### src/rtl/sc_core_oz_pkg.sv
// Shared types for the sc_core_oz register-file dump logic.
package sc_core_oz_pkg;

  localparam int RF_IDX_W = 5;

  typedef enum logic [1:0] {
    DUMP_IDLE,
    DUMP_READ,
    DUMP_SEND,
    DUMP_DONE
  } t_dump_state;

endpackage

### src/rtl/sc_core_oz_rf_dumper.sv
// Walks a range of architectural registers through the RF read port and streams
// {index,data} beats over valid/ready, bypassing a same-cycle core write.
module sc_core_oz_rf_dumper
  import sc_core_oz_pkg::*;
#(
  parameter int XLEN    = 32,
  parameter bit SKIP_X0 = 1'b1
) (
  input  logic                Clk,
  input  logic                Rst,
  input  logic                DumpReq,
  input  logic [RF_IDX_W-1:0] DumpFirst,
  input  logic [RF_IDX_W-1:0] DumpLast,
  output logic [RF_IDX_W-1:0] RfRdAddr,
  input  logic [XLEN-1:0]     RfRdData,
  input  logic                CtrlRegWrEn,
  input  logic [RF_IDX_W-1:0] RegDst,
  input  logic [XLEN-1:0]     RegWrData,
  output logic                DumpValid,
  input  logic                DumpReady,
  output logic [RF_IDX_W-1:0] DumpAddr,
  output logic [XLEN-1:0]     DumpData,
  output logic                DumpLastBeat,
  output logic                DumpBusy,
  output logic                DumpDone,
  output logic                DumpErr
);

  localparam logic [RF_IDX_W-1:0] IDX_ONE = RF_IDX_W'(1);

  t_dump_state         state_q, state_d;
  logic [RF_IDX_W-1:0] ptr_q, ptr_d;
  logic [RF_IDX_W-1:0] last_q, last_d;
  logic [RF_IDX_W-1:0] addr_q, addr_d;
  logic [XLEN-1:0]     data_q, data_d;
  logic                valid_q, valid_d;
  logic                err_q, err_d;

  always_ff @(posedge Clk) begin
    if (!Rst) begin
      state_q <= DUMP_IDLE;
      ptr_q   <= '0;
      last_q  <= '0;
      addr_q  <= '0;
      data_q  <= '0;
      valid_q <= 1'b0;
      err_q   <= 1'b0;
    end else begin
      state_q <= state_d;
      ptr_q   <= ptr_d;
      last_q  <= last_d;
      addr_q  <= addr_d;
      data_q  <= data_d;
      valid_q <= valid_d;
      err_q   <= err_d;
    end
  end

  always_comb begin
    state_d = state_q;
    ptr_d   = ptr_q;
    last_d  = last_q;
    addr_d  = addr_q;
    data_d  = data_q;
    valid_d = valid_q;
    err_d   = 1'b0;
    case (state_q)
      DUMP_IDLE: begin
        if (DumpReq) begin
          if (DumpFirst > DumpLast) begin
            err_d = 1'b1;
          end else begin
            last_d = DumpLast;
            if (SKIP_X0 && (DumpFirst == '0)) begin
              ptr_d   = IDX_ONE;
              // A range holding only x0 has nothing to emit.
              state_d = (DumpLast == '0) ? DUMP_DONE : DUMP_READ;
            end else begin
              ptr_d   = DumpFirst;
              state_d = DUMP_READ;
            end
          end
        end
      end
      DUMP_READ: begin
        addr_d  = ptr_q;
        valid_d = 1'b1;
        // The beat must reflect the register's value after this edge.
        if (ptr_q == '0)
          data_d = '0;
        else if (CtrlRegWrEn && (RegDst == ptr_q))
          data_d = RegWrData;
        else
          data_d = RfRdData;
        state_d = DUMP_SEND;
      end
      DUMP_SEND: begin
        if (valid_q && DumpReady) begin
          valid_d = 1'b0;
          if (ptr_q == last_q) begin
            state_d = DUMP_DONE;
          end else begin
            ptr_d   = ptr_q + IDX_ONE;
            state_d = DUMP_READ;
          end
        end
      end
      DUMP_DONE: state_d = DUMP_IDLE;
      default:   state_d = DUMP_IDLE;
    endcase
  end

  always_comb begin
    RfRdAddr     = (state_q == DUMP_READ) ? ptr_q : '0;
    DumpBusy     = (state_q != DUMP_IDLE);
    DumpDone     = (state_q == DUMP_DONE);
    DumpErr      = err_q;
    DumpValid    = valid_q;
    DumpAddr     = addr_q;
    DumpData     = data_q;
    DumpLastBeat = valid_q && (addr_q == last_q);
  end

endmodule

### config.mk
export PLATFORM = sky130hd
export DESIGN_NAME = sc_core_oz_rf_dumper
export DESIGN_NICKNAME = d
export VERILOG_FILES = /design/src/rtl/sc_core_oz_pkg.sv /design/src/rtl/sc_core_oz_rf_dumper.sv
export SDC_FILE = /design/constraint.sdc
export NUM_CORES = 1
export LEC_CHECK = 0
export ABC_AREA = 1
export CELL_PAD_IN_SITES_DETAIL_PLACEMENT = 1
export CELL_PAD_IN_SITES_GLOBAL_PLACEMENT = 2
export CORE_MARGIN = 2
export CORE_UTILIZATION = 24
export CTS_BUF_LIST = sky130_fd_sc_hd__clkbuf_2
export DETAILED_ROUTE_END_ITERATION = 8
export PLACE_DENSITY = 0.94
export SKIP_CTS_REPAIR_TIMING = 1
export SLEW_MARGIN = 25
export SYNTH_ARGS = -nofsm -noshare
export SYNTH_HDL_FRONTEND = slang
export SYNTH_SLANG_ARGS = --single-unit
### constraint.sdc
create_clock -name Clk -period 4.4 [get_ports Clk]
set_input_delay 1.32 -clock Clk [delete_from_list [all_inputs] [get_ports Clk]]
set_output_delay 1.32 -clock Clk [all_outputs]
set_load 0.03 [all_outputs]
Yosys cells after proc, flatten, opt, wreduce, memory -nomap -nowiden
Cells that the tools add are included.
{ "totals": {"regBits": 51, "latch_bits": 0, "ram_bits": 0, "mem_bits_ro": 0, "inputBits": 84, "output_inout_bits": 47, "elab_cells": 54, "n_memories": 0} }
{ "op_classes": {"n_addsub": 1, "mul": 0, "div_mod_pow": 0, "order_cmp": 1, "n_eq_ne": 10, "shifts": 0, "n_mux": 19, "bitwise": 1, "n_reduce_logical": 15} }
{ "ops": {"columns": ["operator", "n"], "rows": [
  ["two-way mux 32 bit", 2],
  ["two-way mux 5 bit", 6],
  ["equality test 5 bit", 3],
  ["logical NOT 5 bit", 3],
  ["two-way mux 2 bit", 6],
  ["case mux 5 bit (2 select lines)", 1],
  ["AND reduction 3 bit", 3],
  ["inequality test 2 bit, second input constant", 4],
  ["case mux 2 bit (4 select lines)", 1],
  ["nonzero test 2 bit", 3],
  ["adder 5 x 1 -> 5 bit, second input constant", 1],
  ["greater-than comparator 5 bit", 1],
  ["AND reduction 5 bit", 1],
  ["equality test 2 bit, second input constant", 2],
  ["logical AND 1 bit", 3],
  ["equality test 2 x 1 -> 1 bit, second input constant", 1],
  ["logical NOT 2 bit", 1],
  ["two-way mux 1 bit", 2],
  ["case mux 1 bit (2 select lines)", 1],
  ["AND reduction 2 bit", 1],
  ["inverter 1 bit", 1]
]} }

Longest topological paths before layout
Gate-level depths: netlist (run 1).
{ "depth": {"ltp_word": 6, "depth_mapped": 12, "depth_no_buf": 12} }

Worst setup path before layout (run 1)
Ideal clock, no wire load.
{ "synth_path": {"path_kind": "register -> output", "from": "register addr_q[3] (netlist: DumpAddr[3])", "to": "output DumpLastBeat", "arrival_ns": 1.704, "slack_ns": 1.376, "path_stages_with_launch": 5, "path_buffers": 0, "path_cell_list": "dfxtp_1 inv_1 a21oi_1 nand4_1 nor4_1"} }
{ "synth_between": {"elab_chain_len": 2} }
{ "synth_lines": {"columns": ["item", "line_no", "rtl"], "rows": [
  ["from (decl)", "sc_core_oz_rf_dumper.sv:34", "logic [RF_IDX_W-1:0] addr_q, addr_d;"],
  ["from (signal assigned)", "sc_core_oz_rf_dumper.sv:52", "addr_q <= addr_d;"],
  ["equality test 5 bit", "sc_core_oz_rf_dumper.sv:121", "DumpLastBeat = valid_q && (addr_q == last_q);"],
  ["logical AND 1 bit", "sc_core_oz_rf_dumper.sv:121", null],
  ["to (decl)", "sc_core_oz_rf_dumper.sv:23", "output logic DumpLastBeat,"]
]} }
No other way between the ends.

Worst setup path after layout (run 1)
{ "layout_path": {"from": "register state_q[0]", "to": "output RfRdAddr[2]"} }
{ "layout_between": {"elab_chain_len": 2} }
{ "layout_lines": {"columns": ["item", "line_no", "rtl"], "rows": [
  ["from (decl)", "sc_core_oz_rf_dumper.sv:31", "t_dump_state state_q, state_d;"],
  ["from (signal assigned)", "sc_core_oz_rf_dumper.sv:49", "state_q <= state_d;"],
  ["equality test 2 x 1 -> 1 bit", "sc_core_oz_rf_dumper.sv:114", "RfRdAddr = (state_q == DUMP_READ) ? ptr_q : '0;"],
  ["two-way mux 5 bit", "sc_core_oz_rf_dumper.sv:114", null],
  ["to (decl)", "sc_core_oz_rf_dumper.sv:14", "output logic [RF_IDX_W-1:0] RfRdAddr,"]
]} }
No other way between the ends.

==> results of run 1 <==
stage by stage:
stage / power, uW / hold slack (ps)
6_report: 2140 / 485
5_1_grt: 2290 / 509
4_1_cts: 2140 / 488
3_5_place_dp: 1820 / 459
3_3_place_gp: 1790 / 457
2_1_floorplan: 1380 / 460
worst reg2reg max path, cell delays in order, from the launching register on:
cell	delay [ps]
dfxtp_1	480
inv_2	90
nor2_4	110
inv_2	310
a41oi_4	630
buf_16	220
nand3_1	100
a21oi_1	150
registers in the layout, summed over array words and instances (netlist names):
| register | flops |
|---|---|
| DumpErr | 1 |
| state_q | 2 |
| last_q | 5 |
| DumpData | 32 |
| DumpAddr | 5 |
| DumpValid | 1 |
| ptr_q | 5 |
worst min-delay path by stage:
stage | startpoint | end | cells after the start
2_1_floorplan | last_q[2]$_SDFFE_PN0P_ | last_q[2]$_SDFFE_PN0P_ | 2
3_3_place_gp | DumpData[0]$_SDFFE_PN0P_ | DumpData[0]$_SDFFE_PN0P_ | 2
3_5_place_dp | DumpData[2]$_SDFFE_PN0P_ | DumpData[2]$_SDFFE_PN0P_ | 2
4_1_cts | DumpData[2]$_SDFFE_PN0P_ | DumpData[2]$_SDFFE_PN0P_ | 2
5_1_grt | DumpData[2]$_SDFFE_PN0P_ | DumpData[2]$_SDFFE_PN0P_ | 2
6_report | DumpData[2]$_SDFFE_PN0P_ | DumpData[2]$_SDFFE_PN0P_ | 2
cells by family after synthesis:
logic type / Yosys count
AOI/OAI and AO/OA: 66
xor gates and xnor gates: 5
adders and majority gates: 7
buffers and inverters: 125
DFF: 51
and+or+nand+nor: 227
area by class of cell:
class,count,area [um2],share of cell area
Inverter,100,375,0.0813
Clock inverter,2,60.1,0.0130
Timing Repair Buffer,136,1370,0.296
Multi-Input combinational cell,305,1550,0.336
Tap cell,172,215,0.0466
Sequential cell,51,1020,0.221
Clock buffer,6,30.0,0.00650
per-layer routing:
layer	GRT usage	routed length (um)	vias up
li1	-	-	1763
met1	0.194	4990	1666
met2	0.309	5700	96
met3	0.0247	546	11
met4	0.0376	163	0
met5	0	0	-
where the power goes:
group | switching, uW | internal, uW
sequential | 109 | 567
clock | 156 | 155
combinational | 729 | 423
cell usage in the layout, fill, tap and decap left out, types with 6 or more instances in the layout:
| cell | n |
|---|---|
| o21ai_0 | 10 |
| clkbuf_2 | 6 |
| a21oi_1 | 43 |
| inv_2 | 6 |
| nor2_1 | 26 |
| clkdlybuf4s50_1 | 130 |
| nand4_1 | 37 |
| dfxtp_1 | 51 |
| inv_1 | 94 |
| nand2_1 | 109 |
| nand3_1 | 40 |
| ha_1 | 7 |
==> impl_metrics.env, run 1 <==
export IMPL_outcome="completed"
export IMPL_setup_viol=0
export IMPL_ys_warn_count=0
export IMPL_synth_top_area_frac=0.333
export IMPL_synth_edf_count=0
export IMPL_ys_seq_elements=51
export IMPL_drtIter0Drc=130
export IMPL_drc=0
export IMPL_critPathLaunch="state_q[0]$_SDFFE_PN0P_"
export IMPL_placed_cell_area_um2=4500
export IMPL_synth_compound_area_share=0.119
export IMPL_syn2layout_area_growth_pct=50.7
export IMPL_cts_buffers=5
export IMPL_grt_pass1_vias=3570
export IMPL_die_w_um=117
export IMPL_initial_core_util=0.245
export IMPL_gp_congestion=0.915
export IMPL_dpl_hpwl_um=8580
export IMPL_io_buffers=130
export IMPL_synth_adder_area_share=0.0286
export IMPL_n_fill_cell=1613
export IMPL_grt_max_degree=45
export IMPL_cp_common_cell="inv_2"
export IMPL_arrival_ps=2500
export IMPL_seq_area_frac_synth=0.333
export IMPL_endpoint_kind="primary output"
export IMPL_num_rows=41
export IMPL_ioPinCount=131
export IMPL_power_density_nw_per_um2=463
export IMPL_worst_pin_slew_ps=790
export IMPL_clk_pin_slew_ps=260
export IMPL_cts_sinks=51
export IMPL_root_buffer="clkbuf_2"
export IMPL_max_stage_delay_ps=730
export IMPL_crit_type="reg2out"
export IMPL_max_cap_violations=0
export IMPL_dp_slack_ps=1090
export IMPL_routed_wl_um=11400
export IMPL_clockBufferDepth=2
export IMPL_synthSimpleGateAreaFrac=0.340
export IMPL_vias=3536
export IMPL_vias_per_cell=4.58
export IMPL_yosysMostFrequentCell="nand2_1"
export IMPL_drive_gt1_frac=0.0500
export IMPL_cts_tree="yes"
export IMPL_place_inst=763
export IMPL_firstDrtPassIters=4
export IMPL_yosys_area_top_type="dfxtp_1"
export IMPL_fin_util=0.369
export IMPL_stdcell_count=772
export IMPL_crit_slowest_cell="clkdlybuf4s50_1"
export IMPL_diodes=0
export IMPL_cpLargestDelayFamily="buffers and inverters"
export IMPL_post_drt_wl_per_cell_um=14.8
export IMPL_overflow=0
export IMPL_grt_pass1_wl_um=17500
export IMPL_async_reset_ff_frac=0
export IMPL_synthXorXnorAreaFrac=0.0143
export IMPL_crit_buf_inv=3
export IMPL_crit_chain="inv_2, nor2_4, inv_2, nor2_1, clkdlybuf4s50_1"
export IMPL_rr_startpoint="state_q[0]$_SDFFE_PN0P_"
export IMPL_core_um2=12500
export IMPL_fin_crit_sh=0.868
export IMPL_dominantRegCellSynth="dfxtp_1"
export IMPL_fin_nets=690
export IMPL_yosys_cell_types_count=31
export IMPL_final_antenna_net_count=0
export IMPL_die_area_um2=13700
export IMPL_synth_nets=572
export IMPL_cp_start_kind="register"
export IMPL_die_height_um=117
export IMPL_slew_violations=0
export IMPL_period_needed_ps=3820
export IMPL_rsz0062_at_grt="false"
export IMPL_syn_area_per_cell_um2=6.37
export IMPL_hold_path_class="reg2reg"
export IMPL_leakage_uw=0.00201
export IMPL_syn_inst=481
export IMPL_cts_htree_levels=2
export IMPL_skew_ps=24.4
export IMPL_fmax_ghz=0.262
export IMPL_cp_max_fo=44
export IMPL_tns_ps=0
export IMPL_r2r_cells=7
export IMPL_cp_num_cells=5
export IMPL_synthMuxAreaShare=0
export IMPL_cp_endpoint="RfRdAddr[2]"
export IMPL_grt_util_all_layers=0.164
export IMPL_fin_ws_ps=579
export IMPL_synth_area_top_cells="dfxtp_1, nand2_1, inv_1, nand4_1, a21oi_1"
export IMPL_synth_area_um2=3060
export IMPL_hold_viol_final=0
export IMPL_rr_endpoint="DumpData[30]$_SDFFE_PN0P_"
export IMPL_clock_latency_ps=440
export IMPL_cp_required_ps=3080
export IMPL_synth_top_family_by_area="simple AND/OR/NAND/NOR gates"
export IMPL_synth_common_cells="nand2_1, inv_1, dfxtp_1"
export IMPL_relSlewSlack=0.472
export IMPL_final_cell_area_um2=4620
export IMPL_antenna_found_initial=0
export IMPL_ir_worst_vdd_uv=140
export IMPL_r2r_slack_ps=2260
Power figures use the tool's default switching activity.
==> run 2, diff against run 1 <==
--- a/config.mk
+++ b/config.mk
@@ -9,10 +9,10 @@
 export CELL_PAD_IN_SITES_DETAIL_PLACEMENT = 1
 export CELL_PAD_IN_SITES_GLOBAL_PLACEMENT = 2
 export CORE_MARGIN = 2
-export CORE_UTILIZATION = 24
-export CTS_BUF_LIST = sky130_fd_sc_hd__clkbuf_2
+export CORE_UTILIZATION = 23
+export CTS_BUF_LIST = sky130_fd_sc_hd__clkbuf_16
 export DETAILED_ROUTE_END_ITERATION = 8
-export PLACE_DENSITY = 0.94
+export PLACE_DENSITY = 0.91
 export SKIP_CTS_REPAIR_TIMING = 1
 export SLEW_MARGIN = 25
 export SYNTH_ARGS = -nofsm -noshare
==> run 2 against run 1 <==
Effect of this change:
- clock power increased by 21%
- combinational power about the same
- utilization decreased by 1.4 points
- count of clock-buffer cells in the layout decreased by 1
- sequential share of layout area decreased by 0.22 points
- first-iteration DRC count increased by 6.2%
- design area increased by 1.0%
- die area increased by 4.2%
- critical path depth unchanged
- routed wire length decreased by 2.7%
- critical path type unchanged
- critical endpoint is now RfRdAddr[4]
- largest power group unchanged
==> impl_metrics.env, run 2 (synthesis results as in run 1) <==
export IMPL_placed_cell_area_um2=4510
export IMPL_root_buffer="clkbuf_16"
export IMPL_grt_pass1_vias=3773
export IMPL_cts_sinks=51
export IMPL_drive_gt1_frac=0.0466
export IMPL_fmax_ghz=0.299
export IMPL_antenna_found_initial=0
export IMPL_worst_pin_slew_ps=699
export IMPL_fin_nets=691
export IMPL_comb_power_share=0.520
export IMPL_slew_violations=0
export IMPL_final_antenna_net_count=0
export IMPL_drtIter0Drc=138
export IMPL_power_density_nw_per_um2=468
export IMPL_grt_max_degree=33
export IMPL_swShare=0.455
export IMPL_clkPwrFrac=0.172
export IMPL_mostFrequentLayoutCells="clkdlybuf4s50_1, nand2_1, inv_1, dfxtp_1, a21oi_1"
export IMPL_outcome="completed"
export IMPL_grt_pass1_wl_um=18400
export IMPL_vias=3546
export IMPL_ioPinCount=131
export IMPL_tns_ps=0
export IMPL_hold_viol_final=0
export IMPL_multi_input_area_um2=1550
export IMPL_period_needed_ps=3340
export IMPL_fin_crit_sh=0.760
export IMPL_die_area_um2=14300
export IMPL_skew_ps=5.31
export IMPL_power_internal_uw=1190
export IMPL_p_sw_uw=992
export IMPL_max_cap_violations=0
export IMPL_post_drt_wl_per_cell_um=14.3
export IMPL_hold_path_class="reg2reg"
export IMPL_drc=0
export IMPL_register_area_um2=1020
export IMPL_num_rows=42
export IMPL_cts_htree_levels=2
export IMPL_rsz0062_at_grt="false"
export IMPL_core_um2=13100
export IMPL_finalHoldWorstSlack_ps=470
export IMPL_cp_required_ps=3080
export IMPL_io_buffers=130
export IMPL_cp_max_fo=18
export IMPL_setup_viol=0
export IMPL_cts_buffers=5
export IMPL_cts_tree="yes"
export IMPL_cp_start_kind="register"
export IMPL_clock_latency_ps=300
export IMPL_syn2layout_area_growth_pct=52.2
export IMPL_final_common_cell="clkdlybuf4s50_1"
export IMPL_relSlewSlack=0.534
export IMPL_fin_total_pwr_uw=2180
export IMPL_final_cell_area_um2=4660
export IMPL_initial_core_util=0.233
export IMPL_crit_type="reg2out"
export IMPL_clk_pin_slew_ps=70
export IMPL_routed_wl_um=11100
export IMPL_dp_slack_ps=1090
export IMPL_vias_per_cell=4.56
export IMPL_ir_worst_vdd_uv=184
export IMPL_arrival_ps=2020
export IMPL_diodes=0
export IMPL_die_w_um=119
export IMPL_largest_reg_flops=32
export IMPL_fin_ws_ps=1060
export IMPL_power_share_sequential=0.308
export IMPL_endpoint_kind="primary output"
export IMPL_firstDrtPassIters=4
export IMPL_grt_util_all_layers=0.160
export IMPL_gp_congestion=0.870
export IMPL_clockBufferDepth=2
export IMPL_die_height_um=119
export IMPL_leakage_uw=0.00202
export IMPL_overflow=0
export IMPL_n_fill_cell=1664
export IMPL_dpl_hpwl_um=8650
[run 2: cell types whose count changed in the layout (fill, tap and decap cells not counted)]
cell       previous run  this run
clkbuf_2              6         0
clkinv_1              0         2
clkbuf_16             0         5
buf_8                 0         1
bufinv_16             2         0
inv_1                94        95
buf_4                 5         6
buf_16                1         0
[run 2: cell type report]
class	count	area share
clock buffers	5	0.0268
clock inverters	3	0.00241
inverters	100	0.0805
multi-input cells	305	0.332
flip-flops and latches	51	0.219
well taps	176	0.0472
repair buffers	137	0.292
[run 2: metal layers]
metal / part of all wire / up-vias / global-route usage
met1: 0.44 / 1670 / 0.193
li1: - / 1766 / -
met3: 0.056 / 7 / 0.0297
met4: 0.012 / 0 / 0.0412
met2: 0.50 / 103 / 0.293
met5: 0 / - / 0
[run 2: worst paths after layout]
kind,startpoint,end,slack [ps],depth (start not counted)
setup / recovery,state_q[0]$_SDFFE_PN0P_,RfRdAddr[4],1060,5
hold / removal,DumpData[1]$_SDFFE_PN0P_,DumpData[1]$_SDFFE_PN0P_,470,2
setup reg to reg,state_q[0]$_SDFFE_PN0P_,DumpData[13]$_SDFFE_PN0P_,2260,8
hold reg to reg,DumpData[1]$_SDFFE_PN0P_,DumpData[1]$_SDFFE_PN0P_,470,2
[run 2: critical path, stage by stage, from the launching register on]
cell and delay, ps:
dfxtp_1 420, inv_2 90, nor2_4 120, inv_2 140
nor2_1 230, clkdlybuf4s50_1 720
[run 2: stage by stage]
step / std cells / utilization
after floorplan: 481 / -
after global placement: 768 / 0.343
after detailed placement: 768 / 0.343
after CTS: 776 / 0.354
after global routing: 777 / 0.355
final: 777 / 0.355
[run 2: power by group through the flow]
stage	clock network (uW)	registers [uW]	logic [uW]
2_1_floorplan	0	776	602
3_3_place_gp	0	681	1110
3_5_place_dp	0	682	1140
4_1_cts	390	673	1140
5_1_grt	406	689	1250
6_report	376	673	1130
